`src/rtl/uart_pkg.sv`:
```
// Shared types and sizing helpers for the UART receive path.
package uart_pkg;

  typedef enum logic [1:0] {RX_IDLE, RX_START, RX_DATA, RX_STOP} rx_state_t;

  // Counter width that never collapses to zero bits for a terminal value of 1.
  function automatic int cnt_w(input int v);
    return (v <= 1) ? 1 : $clog2(v);
  endfunction

endpackage

```
`src/rtl/uart_rx_bit_synchronizer.sv`:
```
// Two-flop synchronizer for a single asynchronous input bit.
module bit_synchronizer #(
  parameter logic RESET_VAL = 1'b1
) (
  input  logic clk,
  input  logic rstN,
  input  logic d,
  output logic q
);

  logic meta;

  always_ff @(posedge clk) begin
    if (!rstN) begin
      meta <= RESET_VAL;
      q    <= RESET_VAL;
    end else begin
      meta <= d;
      q    <= meta;
    end
  end

endmodule

```
`src/rtl/uart_rx.sv`:
```
// 8N1 UART receiver: mid-bit sampling of start, data (LSB first) and stop bits.
module uart_rx
  import uart_pkg::*;
#(
  parameter int CLKS_PER_BIT = 434,
  parameter int DATA_WIDTH   = 8
) (
  input  logic                  clk,
  input  logic                  rstN,
  input  logic                  rx,
  output logic [DATA_WIDTH-1:0] byte_out,
  output logic                  ready,
  output logic                  new_byte_indicate,
  output logic                  framing_err
);

  localparam int CW = cnt_w(CLKS_PER_BIT);
  localparam int BW = cnt_w(DATA_WIDTH);
  localparam logic [CW-1:0] HALF  = CW'((CLKS_PER_BIT - 1) / 2);
  localparam logic [CW-1:0] LAST  = CW'(CLKS_PER_BIT - 1);
  localparam logic [BW-1:0] BLAST = BW'(DATA_WIDTH - 1);

  logic rx_s;

  bit_synchronizer #(.RESET_VAL(1'b1)) u_sync (
    .clk  (clk),
    .rstN (rstN),
    .d    (rx),
    .q    (rx_s)
  );

  rx_state_t             state,     state_nxt;
  logic [CW-1:0]         clk_cnt,   clk_cnt_nxt;
  logic [BW-1:0]         bit_idx,   bit_idx_nxt;
  logic [DATA_WIDTH-1:0] shift_reg, shift_nxt;
  logic [DATA_WIDTH-1:0] byte_nxt;
  logic                  armed,     armed_nxt;
  logic                  fe_nxt,    pulse_nxt;

  always_comb begin
    state_nxt   = state;
    clk_cnt_nxt = clk_cnt;
    bit_idx_nxt = bit_idx;
    shift_nxt   = shift_reg;
    byte_nxt    = byte_out;
    armed_nxt   = armed;
    fe_nxt      = framing_err;
    pulse_nxt   = 1'b0;
    case (state)
      RX_IDLE: begin
        // After a break, wait for the line to return high before re-arming.
        if (rx_s) armed_nxt = 1'b1;
        if (armed && !rx_s) begin
          state_nxt   = RX_START;
          clk_cnt_nxt = '0;
        end
      end
      RX_START: begin
        if (clk_cnt == HALF) begin
          if (!rx_s) begin
            pulse_nxt   = 1'b1;
            fe_nxt      = 1'b0;
            clk_cnt_nxt = '0;
            bit_idx_nxt = '0;
            state_nxt   = RX_DATA;
          end else begin
            state_nxt = RX_IDLE;
          end
        end else begin
          clk_cnt_nxt = clk_cnt + 1'b1;
        end
      end
      RX_DATA: begin
        if (clk_cnt == LAST) begin
          shift_nxt = shift_reg >> 1;
          shift_nxt[DATA_WIDTH-1] = rx_s;
          clk_cnt_nxt = '0;
          if (bit_idx == BLAST) state_nxt = RX_STOP;
          else bit_idx_nxt = bit_idx + 1'b1;
        end else begin
          clk_cnt_nxt = clk_cnt + 1'b1;
        end
      end
      RX_STOP: begin
        if (clk_cnt == LAST) begin
          byte_nxt  = shift_reg;
          fe_nxt    = ~rx_s;
          armed_nxt = rx_s;
          state_nxt = RX_IDLE;
        end else begin
          clk_cnt_nxt = clk_cnt + 1'b1;
        end
      end
      default: state_nxt = RX_IDLE;
    endcase
  end

  always_ff @(posedge clk) begin
    if (!rstN) begin
      state             <= RX_IDLE;
      clk_cnt           <= '0;
      bit_idx           <= '0;
      shift_reg         <= '0;
      byte_out          <= '0;
      armed             <= 1'b1;
      framing_err       <= 1'b0;
      new_byte_indicate <= 1'b0;
      ready             <= 1'b1;
    end else begin
      state             <= state_nxt;
      clk_cnt           <= clk_cnt_nxt;
      bit_idx           <= bit_idx_nxt;
      shift_reg         <= shift_nxt;
      byte_out          <= byte_nxt;
      armed             <= armed_nxt;
      framing_err       <= fe_nxt;
      new_byte_indicate <= pulse_nxt;
      ready             <= (state_nxt == RX_IDLE);
    end
  end

endmodule
```
`config.mk`:
```
export PLATFORM = sky130hd
export DESIGN_NAME = uart_rx
export DESIGN_NICKNAME = d
export VERILOG_FILES = /design/src/rtl/uart_pkg.sv /design/src/rtl/uart_rx_bit_synchronizer.sv /design/src/rtl/uart_rx.sv
export SDC_FILE = /design/constraint.sdc
export NUM_CORES = 1
export LEC_CHECK = 0
export ABC_AREA = 1
export BUFFER_PORTS_ARGS = -buffer_cell sky130_fd_sc_hd__buf_2
export CORE_UTILIZATION = 50
export CTS_BUF_LIST = sky130_fd_sc_hd__clkbuf_2 sky130_fd_sc_hd__clkbuf_4 sky130_fd_sc_hd__clkbuf_8
export DETAILED_ROUTE_END_ITERATION = 12
export PLACE_DENSITY = 0.68
export SLEW_MARGIN = 15
export SYNTH_ARGS = -nofsm -noshare
export SYNTH_HDL_FRONTEND = slang
export SYNTH_SLANG_ARGS = --single-unit
```
`constraint.sdc`:
```
create_clock -name clk -period 1.7 [get_ports clk]
set_input_delay 0.17 -clock clk [delete_from_list [all_inputs] [get_ports clk]]
set_output_delay 0.17 -clock clk [all_outputs]
set_load 0.05 [all_outputs]
```
==> results of run 1 <==
[final cells by class]
cell class,instances,area [µm²],share of cell area [%]
multi-input cells,169,932,45.7
inverters,44,165,8.09
clock buffers,7,65.1,3.19
flip-flops and latches,36,723,35.4
well taps,46,57.6,2.82
repair buffers,17,97.6,4.78
[routing by layer]
metal	global-route usage, %	wire [µm]
met1	25.7	1860
met2	30.0	1510
met3	5.11	122
met4	9.59	55
met5	0	0
[synth_stat cells]
cell      number
nor2_1        25
inv_2          5
o211ai_1       3
nand4_1        3
dfxtp_1       36
buf_6          3
a31oi_1        1
clkinv_1       1
o21ai_2        2
nand2_2        4
inv_1         38
nand2_4        2
nand3_4        3
xor2_1         2
o21ai_4        1
nand2_1       50
nand3_2        2
o22ai_1        1
nand3_1       17
or2_2          2
clkbuf_1       2
nor2_2         4
nor2_4         2
o21ai_0       17
a21oi_1       22
ha_1           5
[critical path, cell delays in order (launching register included)]
cell and delay [ns]:
dfxtp_2 0.35, inv_1 0.07, ha_1 0.16, nand2_1 0.09, nor2_4 0.17, nand2_2 0.11, nand2_2 0.09, nand3_2 0.11
o21ai_4 0.23, nor2_1 0.08
[repair_timing]
item | in CTS | in global routing
gates resized for setup | 0 | 5
endpoints found under the setup margin | 0 | 4
endpoints found under the hold margin | 0 | 1
hold buffers | 0 | 1
buffers inserted | 0 | 1
[power groups by stage]
stage          Sequential [mW]  Combinational [mW]  Clock (mW)
6_report                 0.927               0.453       0.505
5_1_grt                  0.935               0.508       0.565
4_1_cts                  0.925               0.451       0.518
3_5_place_dp             0.945               0.450           0
3_3_place_gp             0.944               0.444           0
2_1_floorplan            0.956               0.345           0
[final timing paths]
| check | endpoint | slack [ns] | cells after the start |
|---|---|---|---|
| setup / recovery | clk_cnt[1] | 0.14 | 9 |
| hold / removal | framing_err | 0.23 | 3 |
| setup reg to reg | clk_cnt[1] | 0.14 | 9 |
| hold reg to reg | u_sync.q | 0.43 | 1 |
[cell families (layout without fill, tap and decap cells)]
kind of cell | count (synthesis) | after routing | synth area share (%)
AND/OR/NAND/NOR | 114 | 115 | 30.8
buffers and inverters | 49 | 68 | 11.2
AO/OA/AOI/OAI | 47 | 47 | 14.4
flip-flops | 36 | 36 | 39.2
adder cells (fa/ha/maj) | 5 | 5 | 3.41
XOR/XNOR | 2 | 2 | 0.954
==> key figures, run 1 <==
Placed design
  – Detailed Place HPWL: 2530 µm
  – DP Worst Slack: 0.135 ns
  – Post-Place Cells: 309
  – Gpl congestion: between 0.8 and 0.9
  – I/O Buffers: 13
  – DP Area: just under 2000 µm²

Timing
  – Tmin final: 1.56 ns
  – Max Clk Rate: 642 MHz
  – Setup violations, final: 0
  – Sum Neg Setup Slack: 0 ns
  – Layout Skew: 0.00370 ns
  – Slew @ Worst Pin: 0.322 ns
  – Relative slew slack: between 70% and 80%
  – RSZ-0062 raised after global routing: false
  – Hold slack: 0.228 ns
  – Setup ws final: 0.142 ns
  – Final period util: 91.6%
  – Final hold vios: 0
  – Fin. max-slew vios: 0

Route
  – Drt pass-1 iters: 4
  – DRT iter0 DRCs: 121
  – Vias: 1538
  – DRC viols: 0
  – Final ANT Viol Nets: 0
  – Final wirelength: 3550 µm
  – Post-DR wirelength/cell: between 10 and 15 µm
  – Vias/cell: 4.82

Floorplanning
  – Area of the core: 3420 µm²
  – Io pins: 14
  – Chip Height: 62.6 µm
  – Row count: 21
  – Starting Density: a little over half
  – Die X: roughly 63 µm
  – Die area: 3920 µm²

Worst setup path
  – CP Capture Type: flop
  – Crit path launch: clk_cnt[1]
  – Critical R2R Launch: clk_cnt[1]
  – WP data required: 1.94 ns
  – Startpoint Class: flop
  – WS Path Type: flop to flop
  – Crit-path max FO: 5
  – WP data arrival: 1.79 ns

Finish
  – Final Util: around three fifths
  – N_diodes: 0
  – Largest register FFs: 9
  – Most frequent cells in the layout: 49 x nand2_1, 38 x inv_1, 34 x dfxtp_1, 25 x nor2_1, 22 x a21oi_1
  – Post-route cell area: 2040 µm²
  – Cell Count, Final, Fillers Out: approximately 320
  – Area grow syn2layout: 11.1%
  – Layout cells sized above 1: 19.8%
  – Commonest non-fill, non-tap cell in the layout: nand2_1
  – Nets: 281
  – Fill cells: 356

Clocking
  – Htree depth: 2
  – CTS Sinks: 36
  – Reg clk slew, reported paths: 0.10 ns
  – TritonCTS clock tree: built
  – Root buffer cell: clkbuf_4
  – Inserted Clock Buffers: 5
  – Clk buf depth: 2
  – Worst skew pair latency: 0.34 ns

Global route
  – Vias in the first global route: 1386
  – Total GRT Usage: 19.7%
  – Largest net degree at the start of global routing: 23
  – Total grt overflow: 0
  – Initial antenna violation count: 0
  – First-pass GRT wire length: 6070 µm

Power and ir drop
  – Psw: slightly above 0.6 mW
  – PD cells: 924 nW/µm²
  – Clock Power Share: between 20% and 30%
  – Tot Pwr: 1.89 mW
  – Internal power: 1.27 mW
  – Leak Pwr: 0.880 nW
  – Switch share: 32.7%
  – Peak VDD IR: 0.000492 V
  – Gate power share: 24.0%
  – Sequential power share: approximately half

Synthesis
  – Area fraction of the dominant cell type after synthesis: 39.2%
  – Flops & latches, synth: 36
  – Synth warn: 0
  – Post-Syn Area: 1840 µm²
  – Syn_area_per_cell: 7.26 µm²
  – Mapped Nets: about 260
  – Synth top area cells: dfxtp_1 39%, nand2_1 10%, inv_1 7.8%
  – Post-Syn Instances: 253
  – Largest area contributor in the synthesized netlist: dfxtp_1
  – Synth unique cells: 26
  – Post-synthesis sequential area ratio: 39.2%

Run status
  – Status: finished, final reports clean

Hold path
  – Hold Path Origin: rstN
  – HP Class: input port to flop

Flow run
  – Max-Cap Viols: 0
(Power assumes the default switching activity.)
==> run 2: changes to the inputs <==
- PLACE_DENSITY: 0.68 -> 0.65
==> run 2 against run 1 <==
Maximum frequency fell by 0.39%. Critical endpoint is now clk_cnt[0]. First-iteration DRC count fell by 28%. Power rose by 5.1%. Hold slack got worse by 0.16 ns. Count of clock-buffer cells in the layout fell by 2. Non-clock buffer count fell by 1. Largest power group unchanged. Critical path depth fell by 1.
==> key figures, run 2 (synthesized netlist as in run 1, its figures left out) <==
Run status
  – Status: finished, final reports clean

Route
  – DRC viols: 0 (unchanged)
  – Met2 WL: 1480 µm (-1.5%)
  – Vias: 1583 (+2.9%)
  – WL met3: 125 µm (+2.5%)
  – Drt pass-1 iters: 4 (unchanged)
  – Final wirelength: 3600 µm (+1.6%)
  – Highest metal used: met4
  – Vias/cell: 4.96 (+2.9%)
  – Post-DR wirelength/cell: 11.3 µm (+1.6%)
  – Metal-1 WL: 1950 µm (+4.7%)
  – DRT iter0 DRCs: 87 (-28%)
  – Final ANT Viol Nets: 0 (unchanged)

Hold path
  – HP Class: input port to flop

Floorplanning
  – Area of the core: 3420 µm² (unchanged)
  – Row count: 21 (unchanged)
  – Starting Density: 53.8% (unchanged)
  – Io pins: 14 (unchanged)
  – Chip Height: 62.6 µm (unchanged)
  – Die area: 3920 µm² (unchanged)
  – Die X: 62.6 µm (unchanged)

Worst setup path
  – WP data arrival: 1.81 ns (+0.02 ns)
  – Crit-path max FO: 11 (+6)
  – Worst stage delay on the critical path: 0.40 ns (+0.05 ns)
  – Crit path max-delay family: simple AND/OR/NAND/NOR gates
  – Startpoint Class: flop
  – Buf/Inv on CP: 1 (unchanged)
  – CP most frequent cell: nand3_4
  – WS Path Type: flop to flop
  – R2R setup slack: 0.14 ns (about the same)
  – CP Cell Sequence: inv_1 -> ha_1 -> nand2_1 -> nor2_4 -> nand3_4 -> nand3_4 -> o21ai_4 -> nor2_1
  – CP max-delay cell: dfxtp_1
  – CP Capture Type: flop
  – WP data required: 1.95 ns (about the same)

Timing
  – Final period util: 92.0% (+0.36 points)
  – Fin. max-slew vios: 0 (unchanged)
  – Setup ws final: 0.136 ns (-0.00615 ns)
  – Max Clk Rate: 639 MHz (-0.39%)
  – Layout Skew: 0.00999 ns (+0.00629 ns)
  – Final hold vios: 0 (unchanged)
  – Tmin final: 1.56 ns (+0.00615 ns)
  – RSZ-0062 raised after global routing: false
  – Relative slew slack: 79.8% (+1.3 points)
  – Setup violations, final: 0 (unchanged)
  – Slew @ Worst Pin: 0.302 ns (-0.0192 ns)
  – Sum Neg Setup Slack: 0 ns (unchanged)

Placed design
  – DP Worst Slack: 0.137 ns (+0.00153 ns)
  – Detailed Place HPWL: 2550 µm (+1.0%)
  – Gpl congestion: 0.877 (+1.6%)
  – I/O Buffers: 13 (unchanged)

Finish
  – Area grow syn2layout: 11.0% (about the same)
  – Commonest non-fill, non-tap cell in the layout: nand2_1
  – Largest register FFs: 9 (unchanged)
  – N_diodes: 0 (unchanged)
  – Nets: 280 (-0.36%)
  – Final Util: 59.7% (about the same)
  – Most frequent cells in the layout: 50 x nand2_1, 38 x inv_1, 35 x dfxtp_1, 25 x nor2_1, 22 x a21oi_1
  – Layout cells sized above 1: 19.0% (-0.73 points)

Clocking
  – Htree depth: 2 (unchanged)
  – Post-CTS Setup Bufs: 0 (unchanged)
  – Worst skew pair latency: 0.35 ns (about the same)
  – Inserted Clock Buffers: 5 (unchanged)
  – Clk buf depth: 2 (unchanged)
  – CTS Sinks: 36 (unchanged)
  – Reg clk slew, reported paths: 0.12 ns (+0.02 ns)
  – Root buffer cell: clkbuf_4
  – TritonCTS clock tree: built

Power and ir drop
  – Leak Pwr: 0.877 nW (-0.28%)
  – Tot Pwr: 1.98 mW (+5.1%)
  – PD cells: 972 nW/µm² (+5.2%)
  – Peak VDD IR: 0.000559 V (+14%)

Global route
  – Vias in the first global route: 1349 (-2.7%)
  – Largest net degree at the start of global routing: 22 (-4.3%)
  – Total grt overflow: 0 (unchanged)
  – First-pass GRT wire length: 6020 µm (-0.92%)
  – Total GRT Usage: 19.3% (-0.39 points)
  – Initial antenna violation count: 0 (unchanged)

Flow run
  – Max-Cap Viols: 0 (unchanged)
run 2: repair_timing:
action	CTS	global route
gates resized for setup	0	3
hold buffers	1	0
setup endpoints to repair	0	7
hold endpoints to repair	1	0
run 2: where the power goes:
| group | internal, mW | switching, mW | leakage (nW) |
|---|---|---|---|
| sequential | 0.891 | 0.0375 | 0.292 |
| combinational | 0.144 | 0.308 | 0.544 |
| clock | 0.306 | 0.296 | 0.0412 |
| total | 1.34 | 0.642 | 0.877 |
run 2: path summary, 6_finish.rpt:
| check | from | endpoint | cells past startpoint |
|---|---|---|---|
| worst max-delay path | clk_cnt[1] | clk_cnt[0] | 8 |
| worst min-delay path | rstN | ready | 2 |
| worst max register to register | clk_cnt[1] | clk_cnt[0] | 8 |
| worst min register to register | u_sync.meta | u_sync.q | 1 |
run 2: metal layers:
metal / up-vias / track usage (%)
li1: 851 / -
met1: 705 / 27.6
met2: 23 / 27.7
met3: 4 / 5.47
met4: 0 / 6.10
met5: - / 0
run 2: layout make-up:
| type | instances | area, µm² |
|---|---|---|
| Multi-Input combinational cell | 169 | 925 |
| Tap cell | 46 | 57.6 |
| Fill cell | 351 | 1380 |
| Timing Repair Buffer | 16 | 90.1 |
| Clock buffer | 5 | 37.5 |
| Inverter | 44 | 165 |
| Clock inverter | 3 | 42.5 |
| Sequential cell | 36 | 722 |
run 2: metrics by stage:
stage               cells  area [µm²]  hold WS, ns
global route          319        2040       0.0861
CTS                   318        2020       0.0702
finish                319        2040       0.0721
global placement      309        1930        0.356
floorplan             253        1840        0.277
detailed placement    309        1930        0.362
==> run 3: changes to the inputs <==
- REMOVE_ABC_BUFFERS: default -> 1
==> run 3 against run 2 <==
Sequential power hardly changed. Sequential cell count did not move. Non-clock buffer count unchanged. Cell count unchanged.
==> key figures, run 3 (synthesized netlist as in run 1, its figures left out) <==
Route
  – Post-DR wirelength/cell: 11.3 µm (about the same)
  – Vias/cell: 4.91 (-1.1%)
  – Final wirelength: 3610 µm (about the same)
  – DRT iter0 DRCs: 120 (+38%)
  – Drt pass-1 iters: 5 (+1)
  – Vias: 1566 (-1.1%)
  – Final ANT Viol Nets: 0 (unchanged)
  – DRC viols: 0 (unchanged)

Finish
  – Layout cells sized above 1: 20.1% (+1.1 points)
  – N_diodes: 0 (unchanged)
  – Final Util: 60.4% (+0.66 points)
  – Area grow syn2layout: 12.3%
  – Nets: 280 (unchanged)
  – Fill cells: 329 (-6.3%)
  – Most frequent cells in the layout: 49 x nand2_1, 38 x inv_1, 35 x dfxtp_1, 24 x nor2_1, 22 x a21oi_1
  – Largest register FFs: 9 (unchanged)
  – Cell Count, Final, Fillers Out: 319 (unchanged)
  – Commonest non-fill, non-tap cell in the layout: nand2_1

Power and ir drop
  – Gate power share: 23.4% (+0.6 points)
  – Switch share: 31.9% (-0.45 points)
  – Peak VDD IR: 0.000541 V (-3.2%)
  – Internal power: 1.37 mW (+1.8%)
  – Clock Power Share: 30.3% (about the same)
  – Psw: 0.640 mW (-0.23%)
  – Leak Pwr: 0.886 nW (+0.99%)
  – Sequential power share: 46.3% (-0.5 points)
  – PD cells: 973 nW/µm² (about the same)

Worst setup path
  – Critical R2R Launch: clk_cnt[5]
  – Startpoint Class: flop
  – Buf/Inv on CP: 0 (-1)
  – CP Capture Type: flop
  – CP Cell Sequence: nand2_1 -> nor2_2 -> nand2_2 -> nand2_4 -> nand3_4 -> o21ai_4 -> nor2_1
  – Worst reg2reg path depth: 7 (-1)
  – Worst stage delay on the critical path: 0.44 ns (+0.04 ns)
  – Crit path launch: clk_cnt[5]
  – CP max-delay cell: dfxtp_1
  – R2R setup slack: 0.13 ns (about the same)
  – Reg2reg end: clk_cnt[5]
  – Crit path max-delay family: simple AND/OR/NAND/NOR gates
  – WS Path Type: flop to flop
  – WP data required: 1.94 ns (about the same)
  – CP Capture Point: clk_cnt[5]
  – WP data arrival: 1.81 ns (about the same)
  – Crit-path max FO: 5 (-6)
  – Stages on the worst setup path: 7 (-1)

Clocking
  – Clk buf depth: 2 (unchanged)
  – Root buffer cell: clkbuf_4
  – Worst skew pair latency: 0.35 ns (about the same)
  – Htree depth: 2 (unchanged)
  – TritonCTS clock tree: built
  – Reg clk slew, reported paths: 0.10 ns (-0.02 ns)
  – CTS Sinks: 36 (unchanged)
  – Inserted Clock Buffers: 5 (unchanged)
  – # hold bufs at CTS: 0 (-1)

Timing
  – Relative slew slack: 79.0% (-0.79 points)
  – Final period util: 92.3% (+0.34 points)
  – Tmin final: 1.57 ns (+0.00581 ns)
  – Setup violations, final: 0 (unchanged)
  – Final hold vios: 0 (unchanged)
  – Layout Skew: 0.0152 ns (+0.00525 ns)
  – Max Clk Rate: 637 MHz (-0.37%)
  – Slew @ Worst Pin: 0.315 ns (+0.0122 ns)
  – Fin. max-slew vios: 0 (unchanged)
  – RSZ-0062 raised after global routing: true

Placed design
  – Gpl congestion: 0.906 (+3.3%)
  – Post-Place Cells: 309 (unchanged)
  – I/O Buffers: 13 (unchanged)
  – Detailed Place HPWL: 2580 µm (+1.1%)

Floorplanning
  – Starting Density: 53.8% (unchanged)
  – Area of the core: 3420 µm² (unchanged)
  – Die X: 62.6 µm (unchanged)
  – Io pins: 14 (unchanged)
  – Chip Height: 62.6 µm (unchanged)
  – Row count: 21 (unchanged)
  – Die area: 3920 µm² (unchanged)

Global route
  – GR Util met3: 5.66% (+0.18 points)
  – Total grt overflow: 0 (unchanged)
  – Largest net degree at the start of global routing: 23 (+4.5%)
  – Total GRT Usage: 20.2% (+0.91 points)
  – First-pass GRT wire length: 6200 µm (+3.1%)
  – Vias in the first global route: 1453 (+7.7%)
  – Initial antenna violation count: 0 (unchanged)
  – GR Util met1: 23.9% (-3.7 points)
  – GRT met2 Usage: 34.0% (+6.3 points)
  – Busiest metal layer after global routing: met2

Hold path
  – Hold Path Stages: 2 (unchanged)
  – HP Class: input port to flop
  – Hold Path Origin: rx

Run status
  – Status: finished, final reports clean

Flow run
  – Max-Cap Viols: 0 (unchanged)
[run 3: cell types whose count changed in the layout (fill, tap and decap cells not counted), sizes merged]
cell | before | now
buf | 15 | 16
clkbuf | 5 | 6
clkinvlp | 1 | 0
dlygate4sd3 | 1 | 0
[run 3: layout make-up]
type                       count  area, µm²  area share [%]
clock buffer                   6       45.0            2.18
clock inverter                 2       35.0            1.70
inverter                      44        165            8.01
multi-input combinational    169        950            46.1
sequential                    36        722            35.0
tap                           46       57.6            2.79
timing repair buffer          16       87.6            4.25
[run 3: worst reg2reg max path, cell delays in order, from the launching register on]
cell     delay [ns]
dfxtp_1        0.44
nand2_1        0.11
nor2_2         0.29
nand2_2        0.15
nand2_4        0.11
nand3_4        0.09
o21ai_4        0.21
nor2_1         0.07
[run 3: power by group through the flow]
stage	clock [mW]	sequential [mW]	combinational, mW
4_1_cts	0.621	0.927	0.447
5_1_grt	0.655	0.937	0.531
3_5_place_dp	0	0.946	0.446
2_1_floorplan	0	0.956	0.341
3_3_place_gp	0	0.944	0.443
6_report	0.608	0.928	0.469
[run 3: metrics by stage]
stage / hold WS [ns] / area [µm²] / TNS [ns] / setup slack (ns) / total power, mW
final: 0.00933 / 2060 / 0 / 0.130 / 2.01
after global routing: 0.00653 / 2060 / -0.0107 / -0.0107 / 2.12
after CTS: 0.00148 / 2010 / 0 / 0.101 / 2.00
after detailed placement: 0.358 / 1930 / 0 / 0.132 / 1.39
after global placement: 0.355 / 1930 / 0 / 0.158 / 1.39
after floorplan: 0.239 / 1800 / 0 / 0.334 / 1.30
[run 3: repair_timing]
action | 4_1_cts | 5_1_grt
buffers inserted | 0 | 1
hold endpoints to repair | 0 | 0
endpoints found under the setup margin | 0 | 9
gates resized for setup | 0 | 8
[run 3: worst min-delay path by stage]
stage / endpoint / slack (ns)
global placement: u_sync.meta / 0.36
global route: u_sync.meta / 0.007
finish: u_sync.meta / 0.009
detailed placement: u_sync.meta / 0.36
CTS: u_sync.meta / 0.001
floorplan: ready / 0.24
[run 3: metal layers]
metal | vias up | wire (µm)
met1 | 696 | 1780
met5 | - | 0
met3 | 6 | 140
met4 | 0 | 60
li1 | 841 | -
met2 | 23 | 1620
